### config.mk
export PLATFORM = sky130hd
export DESIGN_NAME = branch_predictor_flat
export DESIGN_NICKNAME = d
export VERILOG_FILES = /design/src/rtl/branch_predictor_if.sv /design/src/rtl/branch_predictor.sv /design/src/flat_wrapper.sv
export SDC_FILE = /design/constraint.sdc
export NUM_CORES = 2
export LEC_CHECK = 0
export ABC_AREA = 1
export BUFFER_PORTS_ARGS = -buffer_cell sky130_fd_sc_hd__buf_2
export CORE_UTILIZATION = 50
export CTS_BUF_LIST = sky130_fd_sc_hd__clkbuf_8 sky130_fd_sc_hd__clkbuf_16
export CTS_CLUSTER_DIAMETER = 60
export DETAILED_ROUTE_END_ITERATION = 6
export MAX_ROUTING_LAYER = met4
export PLACE_DENSITY = 0.66
export SKIP_CTS_REPAIR_TIMING = 1
export SYNTH_ARGS = -nofsm -noshare
export SYNTH_HDL_FRONTEND = slang
export SYNTH_SLANG_ARGS = --single-unit
export TNS_END_PERCENT = 1
### constraint.sdc
create_clock -name clk -period 10.04 [get_ports clk]
set_input_delay 2.008 -clock clk [delete_from_list [all_inputs] [get_ports clk]]
set_output_delay 2.008 -clock clk [all_outputs]
set_load 0.05 [all_outputs]
### src/rtl/branch_predictor_if.sv
// Fetch/execute-side bundle for the branch predictor.
// The pipeline is the master; the predictor is the slave.
interface branch_predictor_if #(
  parameter int IDX_BITS = 6
);
  logic [31:0]         if_pc;
  logic                pred_taken;
  logic [31:0]         pred_target;
  logic [IDX_BITS-1:0] pred_idx;

  logic                ex_valid;
  logic [31:0]         ex_pc;
  logic [IDX_BITS-1:0] ex_idx;
  logic                ex_br_en;
  logic [31:0]         ex_target;
  logic                ex_pred_taken;
  logic [31:0]         ex_pred_target;

  logic                mispredict;
  logic [31:0]         redirect_pc;
  logic                ready;

  modport master (
    output if_pc,
    output ex_valid,
    output ex_pc,
    output ex_idx,
    output ex_br_en,
    output ex_target,
    output ex_pred_taken,
    output ex_pred_target,
    input  pred_taken,
    input  pred_target,
    input  pred_idx,
    input  mispredict,
    input  redirect_pc,
    input  ready
  );

  modport slave (
    input  if_pc,
    input  ex_valid,
    input  ex_pc,
    input  ex_idx,
    input  ex_br_en,
    input  ex_target,
    input  ex_pred_taken,
    input  ex_pred_target,
    output pred_taken,
    output pred_target,
    output pred_idx,
    output mispredict,
    output redirect_pc,
    output ready
  );
endinterface

### src/rtl/branch_predictor.sv
// 2-bit counter BHT + direct-mapped BTB, swept clean after reset.
// Define BRANCH_PREDICTOR_GSHARE_EN to XOR global history into the BHT index.
module branch_predictor #(
  parameter int IDX_BITS = 6,
  parameter int GHR_BITS = 6
) (
  input logic               clk,
  input logic               rst,
  branch_predictor_if.slave bp
);
  localparam int ENTRIES  = 2**IDX_BITS;
  localparam int TAG_BITS = 30 - IDX_BITS;

  if (GHR_BITS < 1 || GHR_BITS > IDX_BITS) begin : g_bad_cfg
    $error("GHR_BITS must be in 1..IDX_BITS");
  end

  typedef enum logic {
    S_INIT,
    S_RUN
  } state_t;

  state_t              r_state;
  state_t              w_state_nxt;
  logic [IDX_BITS-1:0] r_ptr;
  logic [IDX_BITS-1:0] w_ptr_nxt;

  logic [1:0]          r_bht     [ENTRIES];
  logic                r_btb_v   [ENTRIES];
  logic [TAG_BITS-1:0] r_btb_tag [ENTRIES];
  logic [31:0]         r_btb_tgt [ENTRIES];

  logic                w_ready;
  logic                w_train;
  logic [IDX_BITS-1:0] w_if_idx;
  logic [TAG_BITS-1:0] w_if_tag;
  logic [IDX_BITS-1:0] w_pred_idx;
  logic                w_btb_hit;
  logic [IDX_BITS-1:0] w_ex_btb_idx;
  logic [TAG_BITS-1:0] w_ex_tag;
  logic [1:0]          w_ctr_cur;
  logic [1:0]          w_ctr_nxt;

  assign w_ready = (r_state == S_RUN);
  assign w_train = w_ready & bp.ex_valid;

  // ---------------- sweep FSM
  always_ff @(posedge clk) begin
    if (rst) begin
      r_state <= S_INIT;
      r_ptr   <= '0;
    end else begin
      r_state <= w_state_nxt;
      r_ptr   <= w_ptr_nxt;
    end
  end

  always_comb begin
    w_state_nxt = r_state;
    w_ptr_nxt   = r_ptr;
    unique case (r_state)
      S_INIT: begin
        w_ptr_nxt = r_ptr + IDX_BITS'(1);
        if (r_ptr == '1)
          w_state_nxt = S_RUN;
      end
      S_RUN: begin
        w_state_nxt = S_RUN;
      end
      default: begin
        w_state_nxt = S_INIT;
      end
    endcase
  end

  // ---------------- index / history
  assign w_if_idx     = bp.if_pc[IDX_BITS+1:2];
  assign w_if_tag     = bp.if_pc[31:IDX_BITS+2];
  assign w_ex_btb_idx = bp.ex_pc[IDX_BITS+1:2];
  assign w_ex_tag     = bp.ex_pc[31:IDX_BITS+2];

`ifdef BRANCH_PREDICTOR_GSHARE_EN
  logic [GHR_BITS-1:0] r_ghr;

  // History only moves at resolution, so a flush never needs repair.
  always_ff @(posedge clk) begin
    if (rst)
      r_ghr <= '0;
    else if (w_train)
      r_ghr <= GHR_BITS'({r_ghr, bp.ex_br_en});
  end

  assign w_pred_idx = w_if_idx ^ IDX_BITS'(r_ghr);
`else
  assign w_pred_idx = w_if_idx;
`endif

  // ---------------- lookup
  assign w_btb_hit = r_btb_v[w_if_idx]
                   & (r_btb_tag[w_if_idx] == w_if_tag);

  assign bp.pred_idx    = w_pred_idx;
  assign bp.pred_taken  = w_ready
                        & r_bht[w_pred_idx][1]
                        & w_btb_hit;
  assign bp.pred_target = w_btb_hit ? r_btb_tgt[w_if_idx]
                                    : bp.if_pc + 32'd4;
  assign bp.ready       = w_ready;

  // ---------------- counter update
  assign w_ctr_cur = r_bht[bp.ex_idx];

  always_comb begin
    w_ctr_nxt = w_ctr_cur;
    unique case (1'b1)
      bp.ex_br_en & (w_ctr_cur != 2'b11):
        w_ctr_nxt = w_ctr_cur + 2'd1;
      !bp.ex_br_en & (w_ctr_cur != 2'b00):
        w_ctr_nxt = w_ctr_cur - 2'd1;
      default:
        w_ctr_nxt = w_ctr_cur;
    endcase
  end

  // ---------------- table writes
  always_ff @(posedge clk) begin
    if (!rst) begin
      if (r_state == S_INIT) begin
        r_bht[r_ptr]   <= 2'b01;
        r_btb_v[r_ptr] <= 1'b0;
      end else if (bp.ex_valid) begin
        r_bht[bp.ex_idx] <= w_ctr_nxt;
        if (bp.ex_br_en) begin
          r_btb_v[w_ex_btb_idx]   <= 1'b1;
          r_btb_tag[w_ex_btb_idx] <= w_ex_tag;
          r_btb_tgt[w_ex_btb_idx] <= bp.ex_target;
        end
      end
    end
  end

  // ---------------- resolution
  assign bp.mispredict  = bp.ex_valid
                        & ((bp.ex_br_en != bp.ex_pred_taken)
                        | (bp.ex_br_en
                        & (bp.ex_pred_target != bp.ex_target)));
  assign bp.redirect_pc = bp.ex_br_en ? bp.ex_target
                                      : bp.ex_pc + 32'd4;
endmodule

### src/flat_wrapper.sv
// flat-port wrapper written by rule: the top's interface ports become plain ports
module branch_predictor_flat 
#(
  parameter int IDX_BITS = 6,
  parameter int GHR_BITS = 6
)
  (clk, rst, bp_if_pc, bp_ex_valid, bp_ex_pc, bp_ex_idx, bp_ex_br_en, bp_ex_target, bp_ex_pred_taken, bp_ex_pred_target, bp_pred_taken, bp_pred_target, bp_pred_idx, bp_mispredict, bp_redirect_pc, bp_ready);
  branch_predictor_if #(.IDX_BITS(IDX_BITS)) bp_i ();
  input logic clk;
  input logic rst;
  input wire logic [$bits(bp_i.if_pc)-1:0] bp_if_pc;
  input wire logic [$bits(bp_i.ex_valid)-1:0] bp_ex_valid;
  input wire logic [$bits(bp_i.ex_pc)-1:0] bp_ex_pc;
  input wire logic [$bits(bp_i.ex_idx)-1:0] bp_ex_idx;
  input wire logic [$bits(bp_i.ex_br_en)-1:0] bp_ex_br_en;
  input wire logic [$bits(bp_i.ex_target)-1:0] bp_ex_target;
  input wire logic [$bits(bp_i.ex_pred_taken)-1:0] bp_ex_pred_taken;
  input wire logic [$bits(bp_i.ex_pred_target)-1:0] bp_ex_pred_target;
  output wire logic [$bits(bp_i.pred_taken)-1:0] bp_pred_taken;
  output wire logic [$bits(bp_i.pred_target)-1:0] bp_pred_target;
  output wire logic [$bits(bp_i.pred_idx)-1:0] bp_pred_idx;
  output wire logic [$bits(bp_i.mispredict)-1:0] bp_mispredict;
  output wire logic [$bits(bp_i.redirect_pc)-1:0] bp_redirect_pc;
  output wire logic [$bits(bp_i.ready)-1:0] bp_ready;
  assign bp_i.if_pc = bp_if_pc;
  assign bp_i.ex_valid = bp_ex_valid;
  assign bp_i.ex_pc = bp_ex_pc;
  assign bp_i.ex_idx = bp_ex_idx;
  assign bp_i.ex_br_en = bp_ex_br_en;
  assign bp_i.ex_target = bp_ex_target;
  assign bp_i.ex_pred_taken = bp_ex_pred_taken;
  assign bp_i.ex_pred_target = bp_ex_pred_target;
  assign bp_pred_taken = bp_i.pred_taken;
  assign bp_pred_target = bp_i.pred_target;
  assign bp_pred_idx = bp_i.pred_idx;
  assign bp_mispredict = bp_i.mispredict;
  assign bp_redirect_pc = bp_i.redirect_pc;
  assign bp_ready = bp_i.ready;
  branch_predictor #(.IDX_BITS(IDX_BITS), .GHR_BITS(GHR_BITS)) u_core (.clk(clk), .rst(rst), .bp(bp_i));
endmodule
==> reports/metrics.yaml <==
outcome:
  status: "complete, no violations"
routing:
  drt_iter0_markers: 18964
  via_per_inst: 6.28
  wl_microns: 534000
  detail_route.wl_per_cell_microns: 30.4
  first_pass_iters: 6
  vias: 110254
  route.detailed.drc: 0
  detail-route-antenna-nets: 0
worst_setup_path:
  path_class: "input port to output pin"
  crit_arrival_ns: 7.55
  cp_max_fo: 168
  required_ns: 8.03
  cp-start-kind: "input port"
  crit_path_end_kind: "output pin"
global_routing:
  grt_antenna_before_repair: 48
  grt_start_max_net_pins: 219
  grt_pass1_wl_microns: 748000
  grt-ovfl-total: 0
  grt_pass1_vias: 102797
  grtUsageTotal_pct: 34.4
logic_synthesis:
  syn_inst: 12996
  synth-main-ff-cell: "edfxtp_1"
  syn_area_sq_mm: 0.155
  synth_area_leaders: "edfxtp_1, nand2_1, o21ai_0"
  synth_seq_cells: 3783
  seq_area_frac_synth_pct: 73.2
  synth-edff-count: 3776
  yosys.area.top_type: "edfxtp_1"
  async_flop_share_pct: 0
  syn-mean-instance-area_sq_um: 11.9
  synth_nets: 13138
  yosysWarnings: 0
  netlist.area_leader.share_pct: 73.1
  synthDistinctLibCells: 51
power_and_ir_drop:
  ir_drop_mv: 0.152
  p_switching_mw: 7.96
  power.share.sequential_pct: 51.7
  p_sw_share_pct: 23.7
  intPower_mw: 25.6
  power_mw: 33.6
  power-per-cell-area_mw_per_mm2: 193
  clock_power_share_pct: 41.9
  leakage_nw: 60.7
  p_comb_share_pct: 6.4
clock_network:
  ctsRootBufferMaster: "clkbuf_16"
  cts_buffers: 389
  cts.sinks: 3783
  htreeDepth: 5
  cts_max_path_buffers: 4
  clk_pin_slew_ns: 0.06
  clock_latency_ns: 1.02
  cts_tree: "built"
sta:
  slew_violations: 0
  tightest_slew_ns: 1.48
  period_minus_slack_ns: 9.56
  setup_violations: 0
  max_freq_mhz: 105
  hold_ws_ns: 0.565
  fin_crit_sh_pct: 95.2
  fin_skew_ns: 0.0603
  finalSetupTns_ns: 0
  rsz0062_at_grt: "false"
  slew_headroom_pct: 1.23
  hold_viol: 0
placed_design:
  post-place-cells: 16809
  io_buffers: 211
  gpl.final_weighted_congestion: 1.01
  hpwl_microns: 289000
floorplanning:
  die_y_microns: 559
  ios: 212
  num_rows: 204
  die_w_microns: 559
  core_area_sq_mm: 0.309
  start_util_pct: 50.3
  die_area_sq_mm: 0.312
cells_and_area:
  final_util_pct: 56.4
  fillerInstances: 24635
  drive_gt1_share_pct: 8.71
  instances_no_fill: 17554
  final_cell_mix: "edfxtp_1, nand2_1, nor2_1, o21ai_0, nand3_1"
  layout_commonest_cell: "edfxtp_1"
  num-nets-final: 13222
  synthToLayoutAreaGrowth_pct: 12.1
hold_path:
  hold_path_class: "flop to flop"
run:
  maxCapViolCount: 0
layer usage:
| metal | up-vias | wire, microns | global-route usage [%] |
|---|---|---|---|
| met4 | 0 | 40900 | 22.6 |
| met1 | 54234 | 190000 | 43.5 |
| met2 | 7888 | 240000 | 51.0 |
| met5 | - | 0 | - |
| li1 | 46513 | - | - |
| met3 | 1619 | 63200 | 6.61 |
registers in the layout, indices dropped and copies added, names as in the netlist:
name and cells:
u_core.bp.ready 1, u_core.r_bht 128, u_core.r_btb_tag 1536, u_core.r_btb_tgt 2048, u_core.r_btb_v 64, u_core.r_ptr 6
area by class of cell:
cell class                 count  area [sq um]  area share, %
tap                         4120          5150           2.96
timing repair buffer         514          4250           2.44
clock inverter               314          2650           1.52
multi-input combinational   7811         36300           20.9
antenna                       42           105         0.0604
sequential                  3783        114000           65.3
inverter                     581          2230           1.28
clock buffer                 389          9730           5.60
synth_stat cells, types with 7 or more instances:
master / count
o21ai_1: 23
o21ai_0: 1534
or2_2: 16
a31oi_1: 17
buf_2: 272
o22ai_1: 344
o211ai_1: 104
xor2_1: 61
buf_1: 61
a21oi_1: 161
inv_1: 569
edfxtp_1: 3776
inv_2: 7
a32o_1: 11
nor3_1: 20
dfxtp_1: 7
nor4_1: 22
nand3_1: 871
o21bai_1: 8
o221ai_1: 194
clkbuf_1: 436
buf_4: 48
nand4_1: 55
xnor2_1: 13
nand2_1: 2279
nor2_1: 2033
worst max-delay path, stage by stage:
cell and delay (ns):
buf_12 0.19, inv_16 0.71, buf_12 0.34, nand2_1 0.12, nand2_1 0.09, nand2_1 0.18
a21oi_1 0.43, nor2_1 0.08, nand2_1 0.12, nand3_1 0.23, nand3_1 0.24, nand2_1 0.08
nor2_1 0.28, nand3_1 0.12, nor2_1 0.20, buf_4 0.22, nand2_1 0.44, nand2_1 0.38
nand2_1 0.36, buf_2 0.34
kinds of logic (layout without fill, tap and decap cells):
| logic type | count (synthesis) | count (layout) | share of synthesized area, % |
|---|---|---|---|
| and+or+nand+nor | 5315 | 5315 | 13.8 |
| other | 0 | 42 | 0 |
| adders and majority gates | 3 | 3 | 0.0242 |
| DFF | 3783 | 3783 | 73.2 |
| buffers and inverters | 1402 | 1798 | 3.75 |
| muxes | 2 | 2 | 0.0129 |
| AOI/OAI and AO/OA | 2417 | 2417 | 8.82 |
| xor gates and xnor gates | 74 | 74 | 0.418 |
path summary, 6_finish.rpt:
path / start / to / slack, ns / cells past startpoint
setup / recovery: bp_if_pc[2] / bp_pred_target[24] / 0.48 / 20
hold / removal: u_core.r_ptr[3]$_SDFFE_PP0N_ / u_core.r_ptr[4]$_SDFFE_PP0N_ / 0.56 / 2
setup reg to reg: u_core.bp.ready$_SDFF_PP0_ / u_core.r_btb_tag[54][2]$_DFFE_PP_ / 4.73 / 10
hold reg to reg: u_core.r_ptr[3]$_SDFFE_PP0N_ / u_core.r_ptr[4]$_SDFFE_PP0N_ / 0.56 / 2
per-stage QoR:
step / setup WS (ns) / instance area (sq um)
floorplan: 2.44 / 155000
global placement: 1.01 / 161000
detailed placement: 1.01 / 161000
CTS: 1.02 / 174000
global route: 0.460 / 174000
finish: 0.484 / 174000
power by group through the flow:
stage / Combinational [mW] / Sequential (mW) / Clock, mW
4_1_cts: 2.11 / 17.4 / 14.1
2_1_floorplan: 1.14 / 17.7 / 0
6_report: 2.16 / 17.4 / 14.1
3_3_place_gp: 2.06 / 17.7 / 0
5_1_grt: 2.28 / 17.4 / 14.7
3_5_place_dp: 2.10 / 17.7 / 0
No activity file was read; power rests on OpenSTA's default activity.
